===== config.mk =====
export PLATFORM = sky130hd
export DESIGN_NAME = openofdm_rx_ctrl
export DESIGN_NICKNAME = d
export VERILOG_FILES = /design/src/rtl/openofdm_rx_ctrl_pkg.sv /design/src/rtl/openofdm_rx_ctrl_cfg.sv /design/src/rtl/openofdm_rx_ctrl.sv
export SDC_FILE = /design/constraint.sdc
export NUM_CORES = 1
export LEC_CHECK = 0
export BUFFER_PORTS_ARGS = -buffer_cell sky130_fd_sc_hd__buf_2
export CELL_PAD_IN_SITES_DETAIL_PLACEMENT = 2
export CELL_PAD_IN_SITES_GLOBAL_PLACEMENT = 2
export CORE_ASPECT_RATIO = 0.6
export CORE_UTILIZATION = 31
export DETAILED_ROUTE_END_ITERATION = 7
export PLACE_DENSITY = 0.91
export RECOVER_POWER = 100
export SLEW_MARGIN = 10
export SYNTH_ARGS = -nofsm -noshare
export SYNTH_HDL_FRONTEND = slang
export SYNTH_SLANG_ARGS = --single-unit

===== constraint.sdc =====
create_clock -name clock -period 6.2 [get_ports clock]
set_input_delay 1.55 -clock clock [delete_from_list [all_inputs] [get_ports clock]]
set_output_delay 1.55 -clock clock [all_outputs]
set_load 0.02 [all_outputs]

===== src/rtl/openofdm_rx_ctrl_pkg.sv =====
`default_nettype none
// ============================================================================
//  Module      : openofdm_rx_ctrl_pkg
//  Description : Shared encodings for the dot11 receive sequencer. Holds the
//                FSM state encoding, the config register addresses and the
//                reset values of the timeout registers.
//  Revision    : 1.0 - initial release
// ============================================================================
package openofdm_rx_ctrl_pkg;

    // Receive sequencer states (values are visible on ctrl_state)
    typedef enum logic [2:0] {
        S_RXC_IDLE    = 3'd0,
        S_RXC_SYNC    = 3'd1,
        S_RXC_HDR     = 3'd2,
        S_RXC_DATA    = 3'd3,
        S_RXC_RECOVER = 3'd4,
        S_RXC_HOLDOFF = 3'd5
    } rxc_state_t;

    // Config register addresses on the set_stb/set_addr/set_data bus
    localparam logic [7:0] SR_RX_SYNC_TMO  = 8'd20;
    localparam logic [7:0] SR_RX_HDR_TMO   = 8'd21;
    localparam logic [7:0] SR_RX_DATA_TMO  = 8'd22;
    localparam logic [7:0] SR_RX_HOLDOFF   = 8'd23;
    localparam logic [7:0] SR_RX_STATS_CLR = 8'd24;

    // Config register reset values, in sample strobes
    localparam int RXC_SYNC_TMO_DEF = 320;
    localparam int RXC_HDR_TMO_DEF  = 400;
    localparam int RXC_DATA_TMO_DEF = 65535;
    localparam int RXC_HOLDOFF_DEF  = 16;

endpackage : openofdm_rx_ctrl_pkg
`default_nettype wire


===== src/rtl/openofdm_rx_ctrl_cfg.sv =====
`default_nettype none
// ============================================================================
//  Module      : openofdm_rx_ctrl_cfg
//  Description : Config register decode for the receive sequencer. Holds the
//                sync/header/data timeouts and the holdoff length, and
//                produces a one-cycle statistics-clear strobe.
//  Revision    : 1.0 - initial release
// ============================================================================
module openofdm_rx_ctrl_cfg
    import openofdm_rx_ctrl_pkg::*;
#(
    parameter int TMO_W = 16
) (
    input  logic             clock,
    input  logic             reset,
    input  logic             set_stb,
    input  logic [7:0]       set_addr,
    input  logic [31:0]      set_data,
    output logic [TMO_W-1:0] sync_tmo_o,
    output logic [TMO_W-1:0] hdr_tmo_o,
    output logic [TMO_W-1:0] data_tmo_o,
    output logic [TMO_W-1:0] holdoff_o,
    output logic             stats_clr_o
);

    logic [TMO_W-1:0] sync_tmo_q;
    logic [TMO_W-1:0] hdr_tmo_q;
    logic [TMO_W-1:0] data_tmo_q;
    logic [TMO_W-1:0] holdoff_q;
    logic             stats_clr_q;

    // Only the low TMO_W bits of a write carry a value
    logic unused_cfg;
    assign unused_cfg = &{1'b0, set_data};

    // Register writes; unknown addresses fall through untouched
    always_ff @(posedge clock) begin
        if (reset) begin
            sync_tmo_q  <= TMO_W'(RXC_SYNC_TMO_DEF);
            hdr_tmo_q   <= TMO_W'(RXC_HDR_TMO_DEF);
            data_tmo_q  <= TMO_W'(RXC_DATA_TMO_DEF);
            holdoff_q   <= TMO_W'(RXC_HOLDOFF_DEF);
            stats_clr_q <= 1'b0;
        end else begin
            stats_clr_q <= 1'b0;
            if (set_stb) begin
                case (set_addr)
                    SR_RX_SYNC_TMO:  sync_tmo_q  <= set_data[TMO_W-1:0];
                    SR_RX_HDR_TMO:   hdr_tmo_q   <= set_data[TMO_W-1:0];
                    SR_RX_DATA_TMO:  data_tmo_q  <= set_data[TMO_W-1:0];
                    SR_RX_HOLDOFF:   holdoff_q   <= set_data[TMO_W-1:0];
                    SR_RX_STATS_CLR: stats_clr_q <= 1'b1;
                    default: ;
                endcase
            end
        end
    end

    assign sync_tmo_o  = sync_tmo_q;
    assign hdr_tmo_o   = hdr_tmo_q;
    assign data_tmo_o  = data_tmo_q;
    assign holdoff_o   = holdoff_q;
    assign stats_clr_o = stats_clr_q;

endmodule : openofdm_rx_ctrl_cfg
`default_nettype wire


===== src/rtl/openofdm_rx_ctrl.sv =====
`default_nettype none
// ============================================================================
//  Module      : openofdm_rx_ctrl
//  Description : Sequencer/watchdog for the dot11 receive pipeline. Tracks
//                preamble -> SIGNAL -> FCS, aborts stalled receptions on
//                sample-count timeouts, blanks RX while the local TX is busy
//                and drives dot11.enable plus a soft-reset pulse.
//  Options     : RX_CTRL_STATS_EN - implements the ok/bad/timeout counters;
//                when undefined those outputs are tied to zero.
//  Revision    : 1.0 - initial release
// ============================================================================
module openofdm_rx_ctrl
    import openofdm_rx_ctrl_pkg::*;
#(
    parameter int TMO_W      = 16,
    parameter int RST_CYCLES = 4,
    parameter int CNT_W      = 32
) (
    input  logic             clock,
    input  logic             reset,
    input  logic             enable,
    input  logic             set_stb,
    input  logic [7:0]       set_addr,
    input  logic [31:0]      set_data,
    input  logic             sample_in_strobe,
    input  logic             tx_busy,
    input  logic             short_preamble_detected,
    input  logic             long_preamble_detected,
    input  logic             legacy_sig_stb,
    input  logic             fcs_out_strobe,
    input  logic             fcs_ok,
    output logic             rx_enable,
    output logic             rx_soft_reset,
    output logic [2:0]       ctrl_state,
    output logic             pkt_done_stb,
    output logic             pkt_abort_stb,
    output logic [CNT_W-1:0] pkt_ok_cnt,
    output logic [CNT_W-1:0] pkt_bad_cnt,
    output logic [CNT_W-1:0] pkt_tmo_cnt
);

    localparam int RC_W = $clog2(RST_CYCLES + 1);

    logic [TMO_W-1:0] sync_tmo, hdr_tmo, data_tmo, holdoff;
    logic             stats_clr;

    rxc_state_t       state_q, state_d;
    logic [TMO_W-1:0] cnt_q, cnt_d, cnt_inc;
    logic [RC_W-1:0]  rcnt_q, rcnt_d;
    logic             rx_enable_q, rx_enable_d;
    logic             soft_rst_q, soft_rst_d;
    logic             done_q, done_d;
    logic             abort_q, abort_d;
    logic             tmo_abort;
    logic             sync_hit, hdr_hit, data_hit, hold_done;

    openofdm_rx_ctrl_cfg #(
        .TMO_W (TMO_W)
    ) u_cfg (
        .clock       (clock),
        .reset       (reset),
        .set_stb     (set_stb),
        .set_addr    (set_addr),
        .set_data    (set_data),
        .sync_tmo_o  (sync_tmo),
        .hdr_tmo_o   (hdr_tmo),
        .data_tmo_o  (data_tmo),
        .holdoff_o   (holdoff),
        .stats_clr_o (stats_clr)
    );

    // Next state, counters and registered-output values
    always_comb begin
        state_d   = state_q;
        tmo_abort = 1'b0;
        cnt_inc   = (&cnt_q) ? cnt_q : cnt_q + 1'b1;
        // Timeouts are evaluated on a sample strobe against the live register
        sync_hit  = sample_in_strobe && (cnt_inc >= sync_tmo);
        hdr_hit   = sample_in_strobe && (cnt_inc >= hdr_tmo);
        data_hit  = sample_in_strobe && (cnt_inc >= data_tmo);
        hold_done = !tx_busy && ((holdoff == '0) ||
                                 (sample_in_strobe && (cnt_inc >= holdoff)));

        case (state_q)
            S_RXC_IDLE: begin
                if (short_preamble_detected) state_d = S_RXC_SYNC;
                else if (tx_busy)            state_d = S_RXC_HOLDOFF;
            end
            S_RXC_SYNC: begin
                if (long_preamble_detected) state_d = S_RXC_HDR;
                else if (sync_hit) begin
                    state_d   = S_RXC_RECOVER;
                    tmo_abort = 1'b1;
                end else if (tx_busy)       state_d = S_RXC_RECOVER;
            end
            S_RXC_HDR: begin
                if (legacy_sig_stb) state_d = S_RXC_DATA;
                else if (hdr_hit) begin
                    state_d   = S_RXC_RECOVER;
                    tmo_abort = 1'b1;
                end else if (tx_busy) state_d = S_RXC_RECOVER;
            end
            S_RXC_DATA: begin
                if (fcs_out_strobe) state_d = S_RXC_IDLE;
                else if (data_hit) begin
                    state_d   = S_RXC_RECOVER;
                    tmo_abort = 1'b1;
                end else if (tx_busy) state_d = S_RXC_RECOVER;
            end
            S_RXC_RECOVER: begin
                if (rcnt_q == RC_W'(RST_CYCLES - 1))
                    state_d = tx_busy ? S_RXC_HOLDOFF : S_RXC_IDLE;
            end
            S_RXC_HOLDOFF: begin
                if (hold_done) state_d = S_RXC_IDLE;
            end
            default: state_d = S_RXC_IDLE;
        endcase

        // Global disable overrides everything and suppresses all strobes
        if (!enable) begin
            state_d   = S_RXC_IDLE;
            tmo_abort = 1'b0;
        end

        if (state_d != state_q)
            cnt_d = '0;
        else if ((state_q == S_RXC_HOLDOFF) && tx_busy)
            cnt_d = '0;
        else if (sample_in_strobe)
            cnt_d = cnt_inc;
        else
            cnt_d = cnt_q;

        rcnt_d = ((state_q == S_RXC_RECOVER) && (state_d == S_RXC_RECOVER)) ?
                 rcnt_q + 1'b1 : '0;

        rx_enable_d = (state_d == S_RXC_SYNC) || (state_d == S_RXC_HDR) ||
                      (state_d == S_RXC_DATA) ||
                      ((state_d == S_RXC_IDLE) && enable && !tx_busy);
        soft_rst_d  = (state_d == S_RXC_RECOVER);
        done_d      = enable && (state_q == S_RXC_DATA) && fcs_out_strobe;
        abort_d     = (state_d == S_RXC_RECOVER) && (state_q != S_RXC_RECOVER);
    end

    // State, counters and registered outputs
    always_ff @(posedge clock) begin
        if (reset) begin
            state_q     <= S_RXC_IDLE;
            cnt_q       <= '0;
            rcnt_q      <= '0;
            rx_enable_q <= 1'b0;
            soft_rst_q  <= 1'b0;
            done_q      <= 1'b0;
            abort_q     <= 1'b0;
        end else begin
            state_q     <= state_d;
            cnt_q       <= cnt_d;
            rcnt_q      <= rcnt_d;
            rx_enable_q <= rx_enable_d;
            soft_rst_q  <= soft_rst_d;
            done_q      <= done_d;
            abort_q     <= abort_d;
        end
    end

    assign rx_enable     = rx_enable_q;
    assign rx_soft_reset = soft_rst_q;
    assign ctrl_state    = state_q;
    assign pkt_done_stb  = done_q;
    assign pkt_abort_stb = abort_q;

`ifdef RX_CTRL_STATS_EN
    logic [CNT_W-1:0] ok_cnt_q, bad_cnt_q, tmo_cnt_q;

    // Packet statistics; a clear request takes priority over a same-cycle count
    always_ff @(posedge clock) begin
        if (reset || stats_clr) begin
            ok_cnt_q  <= '0;
            bad_cnt_q <= '0;
            tmo_cnt_q <= '0;
        end else begin
            if (done_d && fcs_ok)  ok_cnt_q  <= ok_cnt_q + 1'b1;
            if (done_d && !fcs_ok) bad_cnt_q <= bad_cnt_q + 1'b1;
            if (tmo_abort)         tmo_cnt_q <= tmo_cnt_q + 1'b1;
        end
    end

    assign pkt_ok_cnt  = ok_cnt_q;
    assign pkt_bad_cnt = bad_cnt_q;
    assign pkt_tmo_cnt = tmo_cnt_q;
`else
    logic unused_stats;
    assign unused_stats = &{1'b0, stats_clr, fcs_ok, tmo_abort};
    assign pkt_ok_cnt   = '0;
    assign pkt_bad_cnt  = '0;
    assign pkt_tmo_cnt  = '0;
`endif

endmodule : openofdm_rx_ctrl
`default_nettype wire

==> out/metrics.csv <==
stage,metric,value,unit
hold_path,worstHoldEndpoint,rcnt_q[0]$_SDFF_PP0_,
detailed_routing,num_vias,5322,
yosys,synth_xor_area_frac,0.0307,
layout,insertedDiodeCount,0,
global_route,globalRouteTotalUtil,0.203,
yosys,syn-cell-area,0.00628,sq mm
critical_path,arrival_time_of_the_worst_setup_path,5.99,ns
detailed_routing,route.final.wire_length,20400,um
critical_path,critPathRequiredTime,6.46,ns
status,status,"complete, but fails checks",
power,design_power_total,1.34,mW
yosys,async_flop_share,0,
timing,period_share,0.925,
timing,pins_over_their_slew_limit,79,
clock_network,ctsResizeCount,0,
yosys,complex_gate_fraction_of_the_synthesized_area,0.130,
yosys,synth.mux.area_fraction,0.0307,
critical_path,critPathLaunchType,flip-flop,
detailed_routing,drt-initial-drc-count,239,
clock_network,cts_hold_repair.buffers,0,
place,dp_hpwl,15900,um
clock_network,cts_inserted_buffers,9,
layout,layout_cell_share_with_drive_strength_beyond_1,0.0700,
critical_path,crit_fanout,16,
hold_path,hold_path.startpoint,rcnt_q[0]$_SDFF_PP0_,
yosys,syn_area_per_cell,7.91,sq um
timing,layout_min_cycle_time,5.73,ns
yosys,synthCells,793,
clock_network,cts_max_level,3,
yosys,synthSimpleGateAreaFrac,0.209,
yosys,dominant_combinational_cell_family_by_area_after_synthesis,simple AND/OR/NAND/NOR gates,
yosys,yosys_warnings,0,
timing,tightestPinTransition,1.88,ns
clock_network,clock-sinks,90,
clock_network,post-cts-setup-buffers,0,
detailed_routing,post_dr_wirelength_cell,18.6,um
hold_path,hold-path-cell-count,1,
floorplan,fp.dieW,186,um
timing,finalSetupViolations,0,
floorplan,placementRows,39,
yosys,synth_adder_area_share,0.134,
critical_path,worstSetupPathType,reg -> reg,
global_route,grt_pass1_vias,5726,
global_route,antenna_found_initial,0,
critical_path,r2r-start,cnt_q[3]$_SDFFE_PP0P_,
floorplan,starting_density_of_the_core,0.323,
layout,synthToLayoutAreaGrowth,5.52,%
yosys,yosys_register_bits,90,
critical_path,worstSetupEndpointType,flip-flop,
global_route,grt_first_pass_wirelength,32000,um
clock_network,cts_root_buffer,sky130_fd_sc_hd__clkbuf_16,
timing,timing.setup.tns,0,ns
yosys,dominantRegCellSynth,sky130_fd_sc_hd__dfxtp_1,
status,failed_checks,"max-capacitance violations, max-slew violations",
global_route,grt_max_degree,40,
place,io_buffer_count,40,
critical_path,regToRegSetupSlack,0.47,ns
timing,timing.fmax,174,MHz
floorplan,floorplan.die.height,112,um
power,power_density,202,mW/mm^2
clock_network,clk_pin_slew,0.07,ns
timing,rsz_0062_raised_after_global_routing,false,
layout,fillerInstances,2352,
detailed_routing,final_antenna_net_count,0,
yosys,seq_area_frac_synth,0.287,
timing,hold_violations,0,
yosys,synth_enable_flop_cells,0,
floorplan,design.die.area,0.0208,sq mm
floorplan,core-area,0.0194,sq mm
power,worst_ir_drop_vdd,0.000131,V
detailed_routing,post_drt_via_cell_ratio,4.86,
detailed_routing,detail_route.first_pass.iterations,4,
timing,worst_clk_skew,0.0125,ns
hold_path,hp-class,reg -> reg,
floorplan,num_io_pins,154,
clock_network,cts_tree,built,
flow_run,drv.max_cap_violation_count,3,
clock_network,clock_latency,0.36,ns
layout,fin_nets,941,
critical_path,r2r.worst_path.cells,15,
yosys,synthDistinctLibCells,61,
clock_network,clock_path_buffers,2,
detailed_routing,drc,0,
power,leakage,2.96,nW
critical_path,reg2reg_to,cnt_q[14]$_SDFFE_PP0P_,
global_route,grt_overflow,0,
place,gpl.final_weighted_congestion,0.817,
timing,slew_headroom,-0.252,
==> final cells by class <==
class,count,area [sq um],area share
clock buffers,15,288,0.0435
well taps,266,333,0.0503
clock inverters,1,30.0,0.00453
repair buffers,44,213,0.0321
inverters,73,274,0.0414
multi-input cells,605,3680,0.556
flip-flops and latches,90,1800,0.272
==> how the worst max path moves through the flow <==
stage               slack (ns)             startpoint  cells after the start                  endpoint
global route              0.16  cnt_q[3]$_SDFFE_PP0P_                     15      rcnt_q[2]$_SDFF_PP0_
global placement          1.02  cnt_q[3]$_SDFFE_PP0P_                     15    cnt_q[14]$_SDFFE_PP0P_
floorplan                 1.80  cnt_q[3]$_SDFFE_PP0P_                     16  pkt_abort_stb$_SDFF_PP0_
finish                    0.47  cnt_q[3]$_SDFFE_PP0P_                     15    cnt_q[14]$_SDFFE_PP0P_
detailed placement        0.66  cnt_q[3]$_SDFFE_PP0P_                     15    cnt_q[14]$_SDFFE_PP0P_
CTS                       0.57  cnt_q[3]$_SDFFE_PP0P_                     15    cnt_q[14]$_SDFFE_PP0P_
==> registers in the layout, indices dropped and copies added (netlist names) <==
register and flops:
ctrl_state 3, pkt_abort_stb 1, u_cfg.sync_tmo_o 16, u_cfg.hdr_tmo_o 16
rx_soft_reset 1, rcnt_q 3, u_cfg.data_tmo_o 16, pkt_done_stb 1
rx_enable 1, u_cfg.holdoff_o 16, cnt_q 16
==> cells in the final DEF (no fill, tap or decap), drive strengths merged, types with 8 or more instances in the layout <==
master / n
a21oi: 53
buf: 34
clkbuf: 25
conb: 96
dfxtp: 90
ha: 67
inv: 72
mux2i: 17
nand2: 114
nand2b: 12
nand3: 21
nand4: 8
nor2: 58
nor3: 20
nor4: 8
o211ai: 24
o21ai: 11
xnor2: 12
xor2: 10
==> logic make-up (layout without fill, tap and decap cells) <==
kind of cell	Yosys count	after routing
AOI/OAI and AO/OA	124	124
DFF	90	90
xor gates and xnor gates	22	22
adders and majority gates	67	67
buffers and inverters	193	133
muxes	19	19
other	1	96
and+or+nand+nor	277	277
==> metrics by stage <==
| stage | hold WS, ns | setup slack [ns] | cells | util | instance area (sq um) |
|---|---|---|---|---|---|
| after global routing | 0.477 | 0.161 | 1094 | 0.341 | 6620 |
| after floorplan | 0.405 | 1.80 | 888 | - | 6630 |
| after CTS | 0.446 | 0.572 | 1094 | 0.344 | 6680 |
| after global placement | 0.418 | 1.02 | 1078 | 0.327 | 6360 |
| after detailed placement | 0.434 | 0.660 | 1078 | 0.327 | 6360 |
| final | 0.442 | 0.468 | 1094 | 0.341 | 6620 |
==> power breakdown <==
part           switching (mW)  total, mW  internal [mW]
registers             0.00623      0.588          0.582
clock network           0.241      0.598          0.357
logic                   0.120      0.154         0.0348
total                   0.367       1.34          0.974
==> synthesized netlist by cell type, types with 3 or more instances <==
cell type                     n  area, sq um
sky130_fd_sc_hd__and2_1       7         43.8
sky130_fd_sc_hd__nand2b_1    12         75.1
sky130_fd_sc_hd__xor2_1      10         87.6
sky130_fd_sc_hd__nand4_1      8         50.1
sky130_fd_sc_hd__nor2b_1      5         31.3
sky130_fd_sc_hd__ha_1        67          838
sky130_fd_sc_hd__a2111oi_0    5         43.8
sky130_fd_sc_hd__o21ai_0     11         55.1
sky130_fd_sc_hd__xnor2_1     12          105
sky130_fd_sc_hd__mux2i_1     17          170
sky130_fd_sc_hd__a31oi_1      5         31.3
sky130_fd_sc_hd__inv_1       72          270
sky130_fd_sc_hd__buf_4       97          728
sky130_fd_sc_hd__nand2_1    114          428
sky130_fd_sc_hd__nor3_1      19         95.1
sky130_fd_sc_hd__o21a_1       5         37.5
sky130_fd_sc_hd__nor4b_1      3         26.3
sky130_fd_sc_hd__dfxtp_1     90         1800
sky130_fd_sc_hd__o211ai_1    23          173
sky130_fd_sc_hd__a21oi_1     53          265
sky130_fd_sc_hd__nand3_1     20          100
sky130_fd_sc_hd__nor2_1      58          218
sky130_fd_sc_hd__and4_1       3         26.3
sky130_fd_sc_hd__nor4_1       7         43.8
sky130_fd_sc_hd__and3_1       6         37.5
sky130_fd_sc_hd__clkbuf_1    20         75.1
==> per-layer routing <==
layer,GRT usage,up-vias,routed length [um]
li1,-,2554,-
met5,0,-,0
met3,0.0328,23,923
met1,0.279,2651,9710
met4,0.0519,0,234
met2,0.328,94,9520
==> critical path, cell delays in order (launching register included) <==
cell,delay [ns]
sky130_fd_sc_hd__dfxtp_1,0.49
sky130_fd_sc_hd__nand3_1,0.26
sky130_fd_sc_hd__nor4_2,0.58
sky130_fd_sc_hd__nand4_1,0.48
sky130_fd_sc_hd__and3_1,0.46
sky130_fd_sc_hd__nand2_1,0.13
sky130_fd_sc_hd__xnor2_1,0.27
sky130_fd_sc_hd__ha_1,0.34
sky130_fd_sc_hd__nand2_1,0.09
sky130_fd_sc_hd__nor3_1,0.06
sky130_fd_sc_hd__or4_1,0.62
sky130_fd_sc_hd__nor4b_1,0.72
sky130_fd_sc_hd__a21oi_1,0.20
sky130_fd_sc_hd__a41o_1,0.27
sky130_fd_sc_hd__a31o_2,0.34
sky130_fd_sc_hd__a311oi_1,0.31
Power figures use the tool's default switching activity.
